==> src/rtl/result_uart_tx.sv <==
// Captures processor Result words into a small FIFO and sends each one as
// four 8N1 UART bytes, least-significant byte first.
module result_uart_tx #(
    parameter int CLKS_PER_BIT = 4,
    parameter int DEPTH        = 8
) (
    input  logic                         clk,
    input  logic                         reset,
    input  logic [31:0]                  result,
    input  logic                         result_valid,
    output logic                         tx,
    output logic                         busy,
    output logic                         overflow,
    output logic [$clog2(DEPTH+1)-1:0]   fifo_count
);

    localparam int AW = $clog2(DEPTH);
    localparam int CW = $clog2(DEPTH+1);
    localparam int TW = $clog2(CLKS_PER_BIT);
    localparam logic [TW-1:0] TIMER_RELOAD = TW'(CLKS_PER_BIT - 1);

    localparam logic [1:0] S_IDLE  = 2'd0;
    localparam logic [1:0] S_START = 2'd1;
    localparam logic [1:0] S_DATA  = 2'd2;
    localparam logic [1:0] S_STOP  = 2'd3;

    logic [31:0]   mem_q [DEPTH];
    logic [AW-1:0] wr_ptr_q, wr_ptr_d;
    logic [AW-1:0] rd_ptr_q, rd_ptr_d;
    logic [CW-1:0] count_q, count_d;
    logic          ovf_q, ovf_d;

    logic [1:0]    state_q, state_d;
    logic [TW-1:0] timer_q, timer_d;
    logic [2:0]    bit_idx_q, bit_idx_d;
    logic [1:0]    byte_idx_q, byte_idx_d;
    logic [31:0]   shift_q, shift_d;
    logic          tx_q, tx_d;
    logic          busy_q, busy_d;

    logic pop;
    logic push;

    // A full FIFO still accepts a word on the cycle the transmitter pops one.
    assign pop  = (state_q == S_IDLE) && (count_q != '0);
    assign push = result_valid && ((count_q < CW'(DEPTH)) || pop);

    always_comb begin
        wr_ptr_d = wr_ptr_q;
        rd_ptr_d = rd_ptr_q;
        count_d  = count_q;
        ovf_d    = ovf_q | (result_valid & ~push);
        if (push) wr_ptr_d = wr_ptr_q + AW'(1);
        if (pop)  rd_ptr_d = rd_ptr_q + AW'(1);
        if (push && !pop)      count_d = count_q + CW'(1);
        else if (pop && !push) count_d = count_q - CW'(1);
    end

    always_comb begin
        state_d    = state_q;
        timer_d    = timer_q;
        bit_idx_d  = bit_idx_q;
        byte_idx_d = byte_idx_q;
        shift_d    = shift_q;
        case (state_q)
            S_IDLE: begin
                if (pop) begin
                    shift_d    = mem_q[rd_ptr_q];
                    byte_idx_d = 2'd0;
                    bit_idx_d  = 3'd0;
                    timer_d    = TIMER_RELOAD;
                    state_d    = S_START;
                end
            end
            S_START: begin
                if (timer_q == '0) begin
                    timer_d   = TIMER_RELOAD;
                    bit_idx_d = 3'd0;
                    state_d   = S_DATA;
                end else begin
                    timer_d = timer_q - TW'(1);
                end
            end
            S_DATA: begin
                if (timer_q == '0) begin
                    timer_d = TIMER_RELOAD;
                    if (bit_idx_q == 3'd7) state_d = S_STOP;
                    else                   bit_idx_d = bit_idx_q + 3'd1;
                end else begin
                    timer_d = timer_q - TW'(1);
                end
            end
            default: begin
                if (timer_q == '0) begin
                    if (byte_idx_q != 2'd3) begin
                        byte_idx_d = byte_idx_q + 2'd1;
                        shift_d    = shift_q >> 8;
                        timer_d    = TIMER_RELOAD;
                        state_d    = S_START;
                    end else begin
                        state_d = S_IDLE;
                    end
                end else begin
                    timer_d = timer_q - TW'(1);
                end
            end
        endcase

        // Line level and busy follow the next state so both come straight from flops.
        case (state_d)
            S_START: tx_d = 1'b0;
            S_DATA:  tx_d = shift_d[bit_idx_d];
            default: tx_d = 1'b1;
        endcase
        busy_d = (state_d != S_IDLE) || (count_d != '0);
    end

    always_ff @(posedge clk or posedge reset) begin
        if (reset) begin
            wr_ptr_q   <= '0;
            rd_ptr_q   <= '0;
            count_q    <= '0;
            ovf_q      <= 1'b0;
            state_q    <= S_IDLE;
            timer_q    <= '0;
            bit_idx_q  <= 3'd0;
            byte_idx_q <= 2'd0;
            tx_q       <= 1'b1;
            busy_q     <= 1'b0;
        end else begin
            wr_ptr_q   <= wr_ptr_d;
            rd_ptr_q   <= rd_ptr_d;
            count_q    <= count_d;
            ovf_q      <= ovf_d;
            state_q    <= state_d;
            timer_q    <= timer_d;
            bit_idx_q  <= bit_idx_d;
            byte_idx_q <= byte_idx_d;
            tx_q       <= tx_d;
            busy_q     <= busy_d;
        end
    end

    always_ff @(posedge clk) begin
        if (push) mem_q[wr_ptr_q] <= result;
        shift_q <= shift_d;
    end

    assign tx         = tx_q;
    assign busy       = busy_q;
    assign overflow   = ovf_q;
    assign fifo_count = count_q;

endmodule

==> config.mk <==
export PLATFORM = sky130hd
export DESIGN_NAME = result_uart_tx
export DESIGN_NICKNAME = d
export VERILOG_FILES = /design/src/rtl/result_uart_tx.sv
export SDC_FILE = /design/constraint.sdc
export NUM_CORES = 1
export LEC_CHECK = 0
export ABC_AREA = 0
export ABC_CLOCK_PERIOD_IN_PS = 6600
export BUFFER_PORTS_ARGS = -buffer_cell sky130_fd_sc_hd__buf_2
export CAP_MARGIN = 0
export CORE_ASPECT_RATIO = 0.5
export CORE_MARGIN = 1
export CORE_UTILIZATION = 51
export DETAILED_ROUTE_END_ITERATION = 16
export PLACE_DENSITY_LB_ADDON = 0.05
export SLEW_MARGIN = 20
export SYNTH_ARGS = -nofsm -noshare
export SYNTH_HDL_FRONTEND = slang
export SYNTH_SLANG_ARGS = --single-unit
==> constraint.sdc <==
create_clock -name clk -period 6.6 [get_ports clk]
set_input_delay 0.33 -clock clk [delete_from_list [all_inputs] [get_ports clk]]
set_output_delay 0.33 -clock clk [all_outputs]
set_load 0.1 [all_outputs]
==> results of run 1 <==
## cell type report
class,instances,area share (%)
Tap cell,307,2.798
Clock inverter,6,0.2279
Multi-Input combinational cell,287,21.90
Inverter,14,0.3828
Clock buffer,40,5.277
Timing Repair Buffer,54,2.935
Sequential cell,310,66.48
## cells in the mapped netlist (all sizes together) (2+ instances only)
cell	count	share of area, %
a2111o	5	0.46
a21oi	16	0.68
a221o	3	0.24
a22oi	2	0.12
a31oi	5	0.25
buf	23	1.1
clkbuf	6	0.18
dfrtp	21	4.3
dfxtp	8	1.3
edfxtp	280	68
ha	12	1.2
inv	14	0.43
mux2	6	0.55
mux2i	29	2.4
mux4	64	12
nand2	45	1.5
nand2b	3	0.15
nand3	5	0.20
nand3b	2	0.12
nor2	22	0.71
nor2b	7	0.36
nor3	11	0.45
nor3b	4	0.24
o21ai	26	1.1
or2	2	0.10
xnor2	5	0.36
## cells by family after synthesis
logic type,count (synthesis)
mux,99
buf+inv,43
simple gates,107
fa+ha+maj,12
compound gates,64
flops,310
xor+xnor,5
## critical path, cell delays in order, from the launching register on
cell	delay, ns
dfrtp_4	0.97
buf_4	0.56
mux4_2	0.55
nor3b_1	0.15
a2111o_1	0.43
nor3_1	0.20
a2111o_1	0.14
o211ai_1	0.08
## per-stage QoR
stage | cells | hold WS (ns) | setup WS [ns] | util, % | power [mW]
4_1_cts | 1015 | 0.006337 | 3.324 | 58.75 | 4.057
3_3_place_gp | 967 | 0.4544 | 3.351 | 55.26 | 2.630
5_1_grt | 1018 | 0.05351 | 3.112 | 59.10 | 4.171
2_1_floorplan | 640 | 0.3185 | 2.381 | - | 2.528
3_5_place_dp | 969 | 0.4553 | 3.364 | 55.49 | 2.646
6_report | 1018 | -0.02251 | 3.418 | 59.10 | 4.021
## registers in the layout (all words and copies together) (netlist names), 2 cells and up
| register | flops |
|---|---|
| bit_idx_q | 3 |
| byte_idx_q | 2 |
| fifo_count | 4 |
| mem_q | 256 |
| rd_ptr_q | 3 |
| shift_q | 32 |
| state_q | 2 |
| timer_q | 2 |
| wr_ptr_q | 3 |
## routing by layer
| metal | wire, um | GRT usage (%) | vias up |
|---|---|---|---|
| li1 | - | - | 2673 |
| met1 | 11690 | 30.79 | 3080 |
| met2 | 10290 | 29.82 | 79 |
| met3 | 783 | 3.299 | 22 |
| met4 | 303 | 3.287 | 0 |
| met5 | 0 | 0 | - |
## cell usage in the layout (no fill, tap or decap), drive strengths merged, types with 8 or more instances in the layout
| cell | count |
|---|---|
| mux2i | 29 |
| o21ai | 26 |
| mux4 | 64 |
| nor2 | 22 |
| inv | 15 |
| dfxtp | 8 |
| edfxtp | 280 |
| a21oi | 16 |
| nor3 | 11 |
| dfrtp | 21 |
| ha | 12 |
| buf | 54 |
| clkbuf | 40 |
| nand2 | 45 |
## power breakdown
group	switching (mW)	internal (mW)
registers	0.0525	2.23
clock network	0.660	0.756
logic	0.231	0.0896
## path summary, 6_finish.rpt
path / start / to / slack, ns / cells past startpoint
worst max-delay path: rd_ptr_q[0] / tx / 3.42 / 7
worst min-delay path: reset / byte_idx_q[1] / -0.02 / 2
worst max register to register: rd_ptr_q[0] / tx / 3.42 / 7
worst min register to register: overflow / overflow / 0.46 / 1
max in group asynchronous: reset / rd_ptr_q[0] / 5.97 / 2
min in group clk: result[22] / mem_q[2][22] / 0.07 / 1
==> run metrics, run 1 <==
Synth Register Bits=310; drt wl/cell=22.65 um; maximum clock frequency=0.3143 GHz; Post-synth EDFFs=280; PortBufs=41; drt total wl=23060 um; Finish-stage setup viols=0; fin nets=741; total global routing overflow=0; main combinational cell family by area after synthesis=multiplexers; Final TNS setup=0 ns; Cell Area, Synth=12290 um^2; Setup Buffers After CTS=0; Worst Tran Pin Value=0.9982 ns; arrival time at the worst endpoint=3.64 ns; simple-gate area share of the yosys netlist=4.237%; pin count of the biggest net entering global routing=42; Synth Area in Compound Gates=3.381%; CP Capture Type=register; Boundary Pins=42; DIE AREA=24750 um^2; Slew HR=33.38%; post-route cell area=13730 um^2; RePlAce Congestion=0.7734; Final min period=3.182 ns; Die H=111.8 um; cells after synthesis=640; first-pass iteration count of the detailed router=5; root buffer cell=clkbuf_16; share of cells above drive strength 1=24.75%; Post-DP Area=12890 um^2; failing checks=negative hold slack; adder-cell share of the synthesized area=1.222%; DRC Markers=0; Tcrit/Tclk final=48.21%; worst IR drop on VDD=0.0001498 V; required time worst endpoint=7.05 ns; Chip Width=221.5 um; first-pass GRT wire length=36870 um; max cap viols=0; asr flop ratio synth=7.097%; average size of a mapped cell=19.20 um^2; sequential share of the synthesized area=74.23%; Hold-fix buffers, CTS=0; # diodes=0; Antenna Nets Post-Route=0; register clock-pin slew on the reported worst setup and hold paths=0.07 ns; mux cell area share after synthesis=14.83%; top_reg_cell synth=edfxtp_1; Slew Limit Fails=0; RSZ-0062 raised after global routing=no; Post-CTS Resized=0; Leakage=4.435 nW; Vias per Instance=5.750; Starting DRT DRC Count=497; critical path launch point type=register; core area=23230 um^2; Final Hold Fails=21; critical-path maximum fanout=40; deepest level of the CTS H-tree=1; Synth Area in XOR/XNOR=0.3565%; Synth Warn #=0; worst skew pair latency=0.54 ns; Post-Syn Nets=687; count of cell types in the netlist=53; Num CTS Buffers=27; area of the multi-input gates=3007 um^2; Worst Path Class, Setup=reg -> reg; skew final=0.007893 ns; Vias=5854; fillers=1723; CTS tree=built; row cnt=39; worst hold path class=in -> async; Hold WS=-0.02251 ns; Tot GR Track Use=19.69%; Area growth, synth to finish=11.74%; vias in the first global route=6122; register area=9126 um^2; Initial Util=52.89%; Max clock buf depth=3; Final HPWL DP=13590 um; P per Cell Area=292.9 nW/um^2; clk sinks=310; run status=finished with violations; initial antenna violation count=0
Power figures use the tool's default switching activity.
==> run 2: changes to the inputs <==
ABC_AREA = 1   (was 0)
ABC_CLOCK_PERIOD_IN_PS = 2700   (was 6600)
clock period = 2.7 ns   (was 6.6 ns; I/O delays follow)
==> run metrics, run 2 <==
Post-synth EDFFs=280 (unchanged); worst skew pair latency=0.56 ns (+0.02 ns); row cnt=40 (+2.6%); Boundary Pins=42 (unchanged); Max clock buf depth=3 (unchanged); skew final=0.01247 ns (+0.004578 ns); Vias=8132 (+39%); Final min period=2.317 ns (-0.8649 ns); CP Capture Type=register; RSZ-0062 raised after global routing=no; cells after synthesis=1051 (+64%); Tcrit/Tclk final=85.82% (+38 points); first-pass iteration count of the detailed router=4 (-1); RePlAce Congestion=0.8182 (+5.8%); CP dominant cell by count=nand2_1; max reg flops=256 (unchanged); Critical path origin=state_q[0]; clk sinks=310 (unchanged); last element of the critical path=mem_q[5][8]; Slew Limit Fails=0 (unchanged); max cap viols=0 (unchanged); drt total wl=27490 um (+19%); Slew HR=42.50% (+9.1 points); Worst Path Class, Setup=reg -> reg; critical path launch point type=register; Synth Warn #=0 (unchanged); CTS tree=built; worst-path cell chain=inv_1 -> ha_1 -> inv_2 -> nand2_1 -> nand2_1 -> inv_1 -> nand2_1 -> nor2_4 -> buf_12; fin nets=1168 (+58%); Initial Util=52.46% (-0.43 points); Final TNS setup=0 ns (unchanged); sequential share of the synthesized area=71.76% (-2.5 points); cell taking the most area after synthesis=edfxtp_1; required time worst endpoint=2.94 ns (-4.11 ns); reg2reg start=state_q[0]; critical-path maximum fanout=32 (-20%); Starting DRT DRC Count=649 (+31%); Worst Tran Pin Value=0.8616 ns (-0.1366 ns); root buffer cell=clkbuf_16; Area contributors post-synth=edfxtp_1, nand2_1, o21ai_0; deepest level of the CTS H-tree=1 (unchanged); pre-CTS WS=0.3631 ns (-3.001 ns); core area=24220 um^2 (+4.3%); worst reg-to-reg path cell count=9 (+2); PortBufs=41 (unchanged); top_reg_cell synth=edfxtp_1; Leakage=5.295 nW (+19%); total global routing overflow=0 (unchanged); Cell Area, Synth=12710 um^2 (+3.4%); average size of a mapped cell=12.09 um^2 (-37%); Area growth, synth to finish=15.37%; Synth top area share=66.16% (-2.3 points); first-pass GRT wire length=43560 um (+18%); vias in the first global route=7741 (+26%); FF-to-FF setup slack=0.38 ns (-3.04 ns); FF-to-FF End=mem_q[5][8]; Post-Syn Nets=1098 (+60%); drt wl/cell=18.59 um (-18%); asr flop ratio synth=7.097% (unchanged); worst IR drop on VDD=0.0006993 V (+370%); Finish-stage setup viols=0 (unchanged); Worst Setup Slack, final=0.3828 ns (-3.035 ns); DRC Markers=0 (unchanged); run status=complete, no violations; Die H=113.6 um (+1.7%); CP max stage delay=0.41 ns (-0.56 ns); Vias per Instance=5.498 (-4.4%); count of cell types in the netlist=41 (-23%); Synth Register Bits=310 (unchanged); DIE AREA=25590 um^2 (+3.4%); leading cell type in the layout, fill and taps excluded=edfxtp_1; Hold WS=0.2982 ns (+0.3207 ns); most frequent cells in the layout=edfxtp_1, nand2_1, nor2_1, o21ai_0, nand3_1; Num CTS Buffers=27 (unchanged); P per Cell Area=1073 nW/um^2 (+270%); Final Hold Fails=0 (-100%); largest reg by FF count=mem_q; pin count of the biggest net entering global routing=68 (+62%); Chip Width=225.2 um (+1.7%); worst hold path class=in -> async; Tot GR Track Use=22.31% (+2.6 points); maximum clock frequency=0.4316 GHz (+37%); register clock-pin slew on the reported worst setup and hold paths=0.07 ns (about the same); share of cells above drive strength 1=11.30% (-13 points); top cells by count, synth=edfxtp_1, nand2_1, nor2_1; most numerous cell in the Yosys netlist=edfxtp_1; Final HPWL DP=16190 um (+19%); Tot Pwr=15.74 mW (+290%); Finished Core Util=60.53% (+1.4 points); Antenna Nets Post-Route=0 (unchanged); Setup Buffers After CTS=0 (unchanged); arrival time at the worst endpoint=2.55 ns (-1.09 ns); CP max-delay cell=dfrtp_1; initial antenna violation count=1 (+1)
## run 2: cell types whose count changed after synthesis, sizes merged, moves of 46 or more
| cell | change |
|---|---|
| o21ai | +94 |
| nor2 | +118 |
| inv | +46 |
| nand3 | +74 |
| mux4 | -64 |
| nand2 | +117 |
## run 2: report_power, final
part	total, mW	internal (mW)	switching (mW)
Combinational	5.39	1.59	3.80
Sequential	6.47	6.12	0.350
Clock	3.87	2.15	1.72
## run 2: layout make-up
class | count | area (um^2)
clock inverters | 15 | 173.9
diodes | 1 | 2.502
flip-flops and latches | 310 | 9126
inverters | 60 | 226.5
well taps | 336 | 420.4
repair buffers | 100 | 870.8
fillers | 1942 | 9562
multi-input cells | 622 | 3136
clock buffers | 35 | 705.7
## run 2: metal layers
metal	wire length (um)	up-vias	GRT usage, %
met5	0	-	0
met1	13500	4025	34.07
met2	12200	175	33.99
met4	407	0	4.218
li1	-	3897	-
met3	1381	35	3.787
## run 2: logic make-up after synthesis
logic type / Yosys count / synth area share [%]
XOR/XNOR: 5 / 0.3446
AO/OA/AOI/OAI: 216 / 9.993
multiplexers: 1 / 0.07877
flip-flops: 310 / 71.76
buffers and inverters: 119 / 4.125
adder cells (fa/ha/maj): 12 / 1.181
AND/OR/NAND/NOR: 388 / 12.51
## run 2: worst min-delay path by stage
| stage | from | to | slack, ns | cells after the start |
|---|---|---|---|---|
| floorplan | reset | bit_idx_q[0] | 0.12 | 1 |
| global placement | reset | wr_ptr_q[2] | 0.36 | 2 |
| detailed placement | reset | wr_ptr_q[2] | 0.36 | 2 |
| CTS | reset | wr_ptr_q[1] | 0.32 | 3 |
| global route | result[16] | mem_q[2][16] | 0.37 | 2 |
| finish | reset | wr_ptr_q[2] | 0.30 | 3 |
## run 2: worst max-delay path, delay by kind of cell, from the launching register on
kind	cells	cell delay [ns]
buffers and inverters	4	0.63
and+or+nand+nor	4	0.63
DFF	1	0.41
adders and majority gates	1	0.26
## run 2: metrics by stage
step | std cells | cell area [um^2]
2_1_floorplan | 1051 | 12730
6_report | 1479 | 14660
3_5_place_dp | 1394 | 13440
5_1_grt | 1479 | 14660
3_3_place_gp | 1394 | 13440
4_1_cts | 1478 | 14660
## run 2: timing repair
action                                  in CTS  in global routing
endpoints found under the setup margin       0                  0
gates resized for setup                      0                  0
hold buffers                                34                  0
hold endpoints to repair                   280                  0
==> run 3: changes to the inputs <==
MAX_ROUTING_LAYER = met4   (was not set)
==> run metrics, run 3 (same netlist as run 2, synthesis figures left out) <==
largest reg by FF count=mem_q; maximum clock frequency=0.4323 GHz (+0.16%); Tot Pwr=15.73 mW (about the same); row cnt=40 (unchanged); critical-path maximum fanout=16 (-50%); Tcrit/Tclk final=85.68% (-0.14 points); met2 WL=12090 um (-0.88%); worst skew pair latency=0.56 ns (about the same); skew final=0.01395 ns (+0.001480 ns); drt total wl=27440 um (-0.17%); DIE AREA=25590 um^2 (unchanged); fin nets=1168 (unchanged); Metal-1 WL=13240 um (-1.9%); worst hold path class=in -> async; pin count of the biggest net entering global routing=68 (unchanged); Max clock buf depth=3 (unchanged); max cap viols=0 (unchanged); deepest level of the CTS H-tree=1 (unchanged); Worst Tran Pin Value=0.8641 ns (+0.002545 ns); met3 routed WL=1688 um (+22%); Chip Width=225.2 um (unchanged); fillers=1942 (unchanged); Worst Setup Slack, final=0.3866 ns (+0.003757 ns); Leakage=5.295 nW (unchanged); worst reg-to-reg path cell count=8 (-1); area of the multi-input gates=3136 um^2 (unchanged); Final min period=2.313 ns (-0.003757 ns); PortBufs=41 (unchanged); Finish-stage setup viols=0 (unchanged); Setup Buffers After CTS=0 (unchanged); clk sinks=310 (unchanged); Tot GR Track Use=23.05% (+0.74 points); Final Hold Fails=0 (unchanged); first-pass GRT wire length=43580 um (about the same); root buffer cell=clkbuf_16; Worst Path Class, Setup=reg -> reg; worst IR drop on VDD=0.0006995 V (about the same); pre-CTS WS=0.3631 ns (unchanged); Antenna Nets Post-Route=0 (unchanged); register clock-pin slew on the reported worst setup and hold paths=0.07 ns (about the same); leading cell type in the layout, fill and taps excluded=edfxtp_1; required time worst endpoint=2.93 ns (about the same); Slew Limit Fails=0 (unchanged); Die H=113.6 um (unchanged); Starting DRT DRC Count=693 (+6.8%); total global routing overflow=0 (unchanged); Vias=8132 (unchanged); CP Capture Type=register; Initial Util=52.46% (unchanged); RSZ-0062 raised after global routing=no; critical path launch point type=register; Vias per Instance=5.498 (unchanged); core area=24220 um^2 (unchanged); Boundary Pins=42 (unchanged); P per Cell Area=1073 nW/um^2 (about the same); most frequent cells in the layout=edfxtp_1, nand2_1, nor2_1, o21ai_0, nand3_1; DRC Markers=0 (unchanged); register area=9126 um^2 (unchanged); Area growth, synth to finish=15.37% (unchanged); arrival time at the worst endpoint=2.55 ns (about the same); max reg flops=256 (unchanged); Slew HR=42.33% (-0.17 points); CTS tree=built; initial antenna violation count=1 (unchanged); RePlAce Congestion=0.8304 (+1.5%); drt wl/cell=18.55 um (-0.17%); vias in the first global route=7725 (-0.21%); Final HPWL DP=16190 um (unchanged); Hold-fix buffers, CTS=34 (unchanged); share of cells above drive strength 1=11.30% (unchanged); DR top layer=met4; first-pass iteration count of the detailed router=5 (+1); Post-CTS Resized=0 (unchanged); run status=complete, no violations; Num CTS Buffers=27 (unchanged)
-- run 3: final timing paths --
path,end,startpoint,slack [ns]
min in group clk,mem_q[7][30],result[30],0.37
setup / recovery,mem_q[2][5],state_q[0],0.39
hold reg to reg,overflow,overflow,0.48
hold / removal,wr_ptr_q[2],reset,0.30
setup reg to reg,mem_q[2][5],state_q[0],0.39
max in group asynchronous,rd_ptr_q[0],reset,1.77
-- run 3: worst max-delay path: stages, from the launching register on --
cell and delay, ns:
dfrtp_1 0.41, inv_1 0.16, ha_1 0.26, inv_2 0.13, nand2_1 0.10, nand2_1 0.11
or2_2 0.41, nor2_4 0.12, buf_4 0.29
-- run 3: power breakdown --
group          switching [mW]  leakage (nW)  internal, mW
combinational            3.79          2.02          1.59
clock                    1.72         0.419          2.15
sequential              0.349          2.86          6.12
total                    5.86          5.30          9.87
-- run 3: area by class of cell --
class	count	share of cell area [%]
clock buffer	35	4.813
sequential	310	62.25
antenna	1	0.01707
multi-input combinational	622	21.39
timing repair buffer	100	5.940
tap	336	2.867
clock inverter	15	1.186
inverter	60	1.545
-- run 3: layer usage --
metal	vias to the layer above	GRT usage, %
met1	3991	34.24
met4	0	4.218
met3	37	3.787
met5	-	-
li1	3898	-
met2	206	33.91
-- run 3: metrics by stage --
step | setup TNS, ns | instances | area [um^2] | hold slack, ns | utilization, %
after detailed placement | 0 | 1394 | 13440 | 0.3630 | 55.48
final | 0 | 1479 | 14660 | 0.2972 | 60.53
after global routing | 0 | 1479 | 14660 | 0.3752 | 60.53
after CTS | 0 | 1478 | 14660 | 0.3217 | 60.52
after floorplan | -61.42 | 1051 | 12730 | 0.1234 | -
after global placement | 0 | 1394 | 13440 | 0.3598 | 55.48
